## config.mk

```make
export PLATFORM = sky130hd
export DESIGN_NAME = green_exec
export DESIGN_NICKNAME = d
export VERILOG_FILES = /design/src/rtl/green_exec.sv
export SDC_FILE = /design/constraint.sdc
export NUM_CORES = 2
export LEC_CHECK = 0
export CORE_MARGIN = 2
export CORE_UTILIZATION = 25
export DETAILED_ROUTE_END_ITERATION = 7
export HOLD_SLACK_MARGIN = 0.06
export MAX_ROUTING_LAYER = met4
export PLACE_DENSITY = 0.42
export REMOVE_ABC_BUFFERS = 1
export SLEW_MARGIN = 20
export SYNTH_ARGS = -nofsm -noshare
export SYNTH_HDL_FRONTEND = slang
export SYNTH_SLANG_ARGS = --single-unit
```

## constraint.sdc

```tcl
create_clock -name clk -period 7.63 [get_ports clk]
set_clock_uncertainty 0.2 [all_clocks]
set_input_delay 1.526 -clock clk [delete_from_list [all_inputs] [get_ports clk]]
set_output_delay 1.526 -clock clk [all_outputs]
set_load 0.02 [all_outputs]
```

## src/rtl/green_exec.sv

```systemverilog
// Multi-cycle execute unit: IDLE -> EXEC -> (MEM) -> WB, with a small ALU,
// a branch-flag evaluator and a local word RAM for LD/ST.
module green_exec #(
   parameter int DATA_W = 16,
   parameter int ADDR_W = 8
) (
   input  logic              clk,
   input  logic              rst_n,
   input  logic              en,
   input  logic              op_valid,
   output logic              op_ready,
   input  logic [15:0]       opCode,
   input  logic [DATA_W-1:0] A_in,
   input  logic [DATA_W-1:0] B_in,
   output logic [DATA_W-1:0] A_out,
   output logic [DATA_W-1:0] B_out,
   output logic [2:0]        ZNC_out,
   output logic              BR_out,
   output logic              done
);

   typedef enum logic [1:0] {IDLE, EXEC, MEM, WB} state_t;

   localparam logic [3:0] CLS_INCA = 4'd1;
   localparam logic [3:0] CLS_INCB = 4'd2;
   localparam logic [3:0] CLS_LD   = 4'd3;
   localparam logic [3:0] CLS_ST   = 4'd4;
   localparam logic [3:0] CLS_BR   = 4'd5;
   localparam logic [3:0] CLS_ADD  = 4'd6;

   state_t              state_q, state_d;
   logic [15:0]         op_q, op_d;
   logic [DATA_W-1:0]   a_q, a_d, b_q, b_d;
   logic [DATA_W-1:0]   a_out_q, a_out_d, b_out_q, b_out_d;
   logic [2:0]          znc_q, znc_d;
   logic                br_q, br_d;
   logic [DATA_W-1:0]   rdata_q;
   logic [DATA_W-1:0]   mem [2**ADDR_W];

   logic [3:0]          cls;
   logic [ADDR_W-1:0]   addr;
   logic [DATA_W-1:0]   add_x, add_y;
   logic [DATA_W:0]     sum;
   logic [2:0]          sum_znc;
   logic                mem_we;
   logic                op_unused;

   assign cls       = op_q[15:12];
   assign addr      = op_q[ADDR_W-1:0];
   assign op_unused = ^op_q;

   // One adder serves INCA, INCB and ADD; flags come from whichever word it produced.
   assign add_x   = (cls == CLS_INCB) ? b_q : a_q;
   assign add_y   = (cls == CLS_ADD) ? b_q : {{(DATA_W-1){1'b0}}, 1'b1};
   assign sum     = {1'b0, add_x} + {1'b0, add_y};
   assign sum_znc = {sum[DATA_W-1:0] == '0, sum[DATA_W-1], sum[DATA_W]};

   assign mem_we = en && (state_q == EXEC) && (cls == CLS_ST);

   // RAM has no reset; the read register is loaded on the EXEC->MEM edge.
   always_ff @(posedge clk) begin
      if (mem_we) mem[addr] <= b_q;
      if (en && state_q == EXEC) rdata_q <= mem[addr];
   end

   always_comb begin
      state_d = state_q;
      op_d    = op_q;
      a_d     = a_q;
      b_d     = b_q;
      a_out_d = a_out_q;
      b_out_d = b_out_q;
      znc_d   = znc_q;
      br_d    = br_q;
      case (state_q)
         IDLE: if (en && op_valid) begin
            state_d = EXEC;
            op_d    = opCode;
            a_d     = A_in;
            b_d     = B_in;
         end
         EXEC: if (en) begin
            state_d = (cls == CLS_LD) ? MEM : WB;
            if (cls != CLS_LD) br_d = 1'b0;
            case (cls)
               CLS_INCA, CLS_ADD: begin
                  a_out_d = sum[DATA_W-1:0];
                  b_out_d = b_q;
                  znc_d   = sum_znc;
               end
               CLS_INCB: begin
                  a_out_d = a_q;
                  b_out_d = sum[DATA_W-1:0];
                  znc_d   = sum_znc;
               end
               CLS_ST: begin
                  a_out_d = a_q;
                  b_out_d = b_q;
               end
               CLS_BR: begin
                  a_out_d = a_q;
                  b_out_d = b_q;
                  br_d    = |(op_q[2:0] & znc_q);
               end
               default: ;
            endcase
         end
         MEM: if (en) begin
            state_d = WB;
            a_out_d = rdata_q;
            b_out_d = b_q;
            br_d    = 1'b0;
         end
         WB: if (en) state_d = IDLE;
         default: state_d = IDLE;
      endcase
   end

   always_ff @(posedge clk or negedge rst_n) begin
      if (!rst_n) begin
         state_q <= IDLE;
         op_q    <= '0;
         a_q     <= '0;
         b_q     <= '0;
         a_out_q <= '0;
         b_out_q <= '0;
         znc_q   <= 3'b000;
         br_q    <= 1'b0;
      end else begin
         state_q <= state_d;
         op_q    <= op_d;
         a_q     <= a_d;
         b_q     <= b_d;
         a_out_q <= a_out_d;
         b_out_q <= b_out_d;
         znc_q   <= znc_d;
         br_q    <= br_d;
      end
   end

   assign op_ready = en && (state_q == IDLE);
   assign done     = en && (state_q == WB);
   assign A_out    = a_out_q;
   assign B_out    = b_out_q;
   assign ZNC_out  = znc_q;
   assign BR_out   = br_q;

endmodule

```

Yosys cells after proc, flatten, opt, wreduce, memory -nomap -nowiden --
Memories as Yosys holds them, arrays and structs flattened. A register that Yosys moved wholly into a read port is not among the register bits. Cells that the tools add are included.
Cells by class: add/sub/neg operators 1, eq/ne operators 17, multiplexer cells 23, bitwise logic cells 1, reduce and logical (&&, ||, !) cells 19
Operators with widths (count):
- one-hot mux 16 bit (2 select lines) | 4
- two-way mux 16 bit | 6
- adder 16 x 16 -> 17 bit | 1
- logical NOT 16 bit | 1
- AND reduction 4 bit | 4
- == test 4 x 3 -> 1 bit, second input constant | 3
- OR reduction 3 bit | 3
- == test 4 x 2 -> 1 bit, second input constant | 2
- two-way mux 2 bit | 4
- != test 2 bit, second input constant | 4
- one-hot mux 2 bit (4 select lines) | 1
- two-way mux 1 bit | 7
- logical AND 1 bit | 5
- == test 2 bit, second input constant | 2
- == test 4 x 1 -> 1 bit, second input constant | 1
- != test 4 x 2 -> 1 bit, second input constant | 1
- OR reduction 4 bit | 1
- bitwise AND 3 bit | 1
- != test 3 x 1 -> 1 bit, second input constant | 1
- != test 3 x 2 -> 1 bit, second input constant | 1
- != test 3 bit, second input constant | 1
- AND reduction 3 bit | 1
- == test 2 x 1 -> 1 bit, second input constant | 1
- logical NOT 2 bit | 1
- 4 further kinds | 4
Storage, ports and cells: bits in registers 86, RAM bits 4096, input bits 52, output and inout port bits 38, word-level logic and storage cells 70, memories kept 1
Memories:
- mem | words 256, bits a word 16, read ports 1, clocked after Yosys merged registers in 1, write ports 1, RTL line 38 | logic [DATA_W-1:0] mem [2**ADDR_W];

Depth between registers and ports, before layout --
depth after elaboration 6, depth in mapped cells 15

Worst setup path after synthesis --
OpenSTA, ideal clock, no wires.
kind register to register, start point register b_q[0], end point register znc_q[2] (netlist: ZNC_out[2]), setup time 0.082 ns, data arrival time 5.949 ns, slack 1.399 ns, stages on the path, launching flop included 13, buffers on the path 0, path through dfrtp_1 mux2_2 ha_1 inv_1 fa_1 nor2b_1 o211ai_1 a211oi_1 nor3_1 or4b_1 nor4_1 nand4bb_1 o22ai_1
On the way: cells in the longest elaborated chain, start to end 3, elaborated cells on any way between the ends 4, those cells by class add/sub: 1; mux: 2; reduce/logical: 1
Ends and longest elaborated chain:
- start, declared | RTL line 33 | logic [DATA_W-1:0] a_q, a_d, b_q, b_d;
- start signal, assigned | RTL line 124 | b_q <= '0;
- start signal, assigned | RTL line 133 | b_q <= b_d;
- two-way mux 16 bit, on equally long branches | RTL line 53, 54
- adder 16 x 16 -> 17 bit (*) | RTL line 55 | assign sum = {1'b0, add_x} + {1'b0, add_y};
- logical NOT 16 bit (*) | RTL line 56 | assign sum_znc = {sum[DATA_W-1:0] == '0, sum[DATA_W-1], sum[DATA_W]};
- end signal, assigned | RTL line 136 | znc_q <= znc_d;
- end, declared | RTL line 35 | logic [2:0] znc_q, znc_d;
Every way passes the cells marked *; elsewhere a longest branch is shown, timed or not. A chain may end at the register's enable or synchronous reset.

==> results.py <==
metrics = {
    "sta": {
        "rsz0062_at_grt": "no",
        "worst_slew_pin_slew_ns": 1.29,
        "hold_viol_final": 0,
        "setup_tns_ns": 0,
        "fmax_mhz": 180,
        "setup_violations": 0,
        "slew_viol_final": 0,
        "period_share_pct": 72.9,
        "slew_headroom_pct": 14.1,
        "finalCriticalPeriod_ns": 5.56,
        "fin_hold_ws_ns": 0.279,
    },
    "yosys": {
        "synth_edf_count": 4112,
        "ys.flop_type": "edfxtp_1",
        "synthTopCellsByArea": "edfxtp_1 (76%), mux4_2 (17%), dfrtp_1 (1.3%)",
        "synth_seq_area_share_pct": 77.5,
        "async_flop_share_pct": 1.96,
        "synth_cells": 6884,
        "yosysMostFrequentCell": "edfxtp_1",
        "synth_largest_area_cell": "edfxtp_1",
        "synth-warning-count": 0,
        "synth_top_cell_area_share_pct": 76.3,
        "synth-seq-cells": 4194,
        "syn_area_per_cell_um2": 23.5,
        "synth.distinct_cells": 67,
        "yosys-top-cells-count": "edfxtp_1 (4112), mux4_2 (1234), nor2_1 (312)",
        "syn_area_um2": 162000,
    },
    "critical_path": {
        "crit_top_cell": "buf_12",
        "slowest_delay_ns": 1.05,
        "cp.buffers_inverters": 4,
        "cp.required_ns": 8.08,
        "end_kind": "flop",
        "worstSetupPathType": "reg -> reg",
        "critical-path-top-delay-family": "buffers and inverters",
        "crit_fanout": 41,
        "crit_chain": "buf_12 -> buf_12 -> buf_12 -> mux4_2 -> mux2i_1 -> o22ai_1 -> nor4_1 -> buf_4 -> nand4b_1",
        "cp.arrival_ns": 6.02,
        "critPathLaunchType": "flop",
        "critPathSlowestCell": "dfrtp_4",
    },
    "floorplanning": {
        "dieWidth_um": 809,
        "row_count": 295,
        "die_h_um": 809,
        "die_area_um2": 654000,
        "start_util_pct": 25.1,
        "ios": 90,
        "core_um2": 645000,
    },
    "grt": {
        "antenna_found_initial": 32,
        "grt_max_degree": 165,
        "grt_pass1_wl_um": 667000,
        "grt_overflow": 0,
        "grt_pass1_vias": 77700,
        "track_usage_pct": 15.0,
    },
    "run": {
        "drv_cap": 0,
    },
    "clocking": {
        "clock_latency_ns": 1.03,
        "root_buffer": "clkbuf_16",
        "cts_sinks": 4194,
        "cts_tree": "yes",
        "h-tree-depth": 5,
        "postCtsResizedCells": 0,
        "cts_buffers": 449,
        "clk_pin_slew_worst_paths_ns": 0.06,
        "cts_buffer_depth": 4,
    },
    "power": {
        "powerDensity_nw_per_um2": 399,
        "leakagePower_nw": 57.3,
        "peakVddDrop_mv": 0.418,
    },
    "detailed_routing": {
        "first_pass_iters": 6,
        "via_per_inst": 4.61,
        "routed_wl_um": 490000,
        "met2_length_um": 236000,
        "routedWlPerCell_um": 29.8,
        "drt_iter0_markers": 7767,
        "ant_nets": 0,
        "m1WireLength_um": 213000,
        "route.met3.wl_um": 27800,
        "route.detailed.drc": 0,
        "top_layer": "met4",
        "vias": 75600,
    },
    "placed_design": {
        "port-buffer-count": 85,
        "hpwlAfterDp_um": 304000,
        "placed_cell_area_um2": 176000,
        "gp_congestion": 0.825,
    },
    "cells_and_area": {
        "post_route_cells_drive_above_1_share_pct": 33.2,
        "nets": 7468,
        "syn2layout_area_growth_pct": 17.4,
        "fillers": 62600,
        "fin_area_um2": 190000,
    },
    "hold_path": {
        "hp-class": "reg -> reg",
    },
    "outcome": {
        "status": "finished clean",
    },
}
worst reg2reg max path: stages, from the launching register on:
cell	delay, ns
dfrtp_4	1.05
buf_12	0.41
buf_12	0.34
buf_12	0.52
mux4_2	0.59
mux2i_1	0.37
o22ai_1	0.22
nor4_1	0.95
buf_4	0.25
nand4b_1	0.30
timing repair:
action | in CTS | in global routing
endpoints found under the hold margin | 12 | 0
hold buffers | 1 | 0
buffers inserted | 0 | 0
cell type report:
cell class              count  area, um2  area share, %
clock inverters           289       2540           1.34
well taps                8613      10800           5.67
clock buffers             542      11600           6.12
inverters                  20       75.1         0.0395
multi-input cells        2292      35400           18.6
flip-flops and latches   4194     126000           66.1
repair buffers            437       3910           2.06
diodes                     20       50.0         0.0263
layer usage:
layer	vias to the layer above	global-route usage, %
li1	30600	-
met1	42200	20.0
met2	2225	24.0
met3	585	2.49
met4	0	3.62
met5	-	-
kinds of logic (layout without fill, tap and decap cells):
kind of cell / after synthesis / after routing / share of synthesized area (%)
simple gates: 570 / 570 / 1.52
xor+xnor: 11 / 11 / 0.0595
flops: 4194 / 4194 / 77.5
other cells: 0 / 20 / 0
compound gates: 262 / 262 / 1.09
buf+inv: 398 / 1288 / 1.20
fa+ha+maj: 22 / 22 / 0.175
mux: 1427 / 1427 / 18.4
where the power goes:
part	total (mW)	internal [mW]	leakage [nW]	switching (mW)
sequential	30.3	29.1	38.0	1.21
clock	21.2	12.0	6.92	9.21
combinational	24.2	8.44	12.3	15.8
state kept, by name (all words and copies together) (netlist names):
register  count
ZNC_out       3
rdata_q      16
state_q       2
mem        4096
a_q          16
A_out        16
B_out        16
b_q          16
op_q         12
BR_out        1
path summary, 6_finish.rpt:
path / from / end / slack (ns) / cells past startpoint
worst max-delay path: op_q[0] / rdata_q[12] / 2.07 / 9
worst min-delay path: A_out[8] / A_out[8] / 0.28 / 2
worst max register to register: op_q[0] / rdata_q[12] / 2.07 / 9
worst min register to register: A_out[8] / A_out[8] / 0.28 / 2
max in group asynchronous: rst_n / b_q[4] / 5.23 / 3
min in group asynchronous: rst_n / b_q[10] / 0.70 / 2
per-stage QoR:
step           setup slack (ns)  std cells  utilization [%]  power, mW
4_1_cts                    2.03      16400             29.4       76.9
6_report                   2.07      16400             29.4       75.7
2_1_floorplan            -45.37       6506                -       44.1
3_5_place_dp               1.44      15600             27.2       55.6
5_1_grt                    2.02      16400             29.4       78.3
3_3_place_gp               1.44      15600             27.2       55.2
layout by cell type, fill, tap and decap left out, drive strengths merged, types with 7 or more instances in the layout:
cell type,count
edfxtp,4112
mux4,1234
clkbuf,542
buf,352
nor2,312
clkinv,227
mux2i,126
nand2,125
clkdlybuf4s50,84
dfrtp,82
mux2,67
a22oi,65
a21oi,59
inv,37
bufinv,35
o21ai,32
o22ai,31
nor3,23
and2,21
ha,21
diode,20
o32ai,18
nand4,18
nand3,15
a211oi,12
nand2b,11
clkinvlp,10
xnor2,9
nor4,9
nor2b,8
a22o,7
No activity file was read; power rests on OpenSTA's default activity.
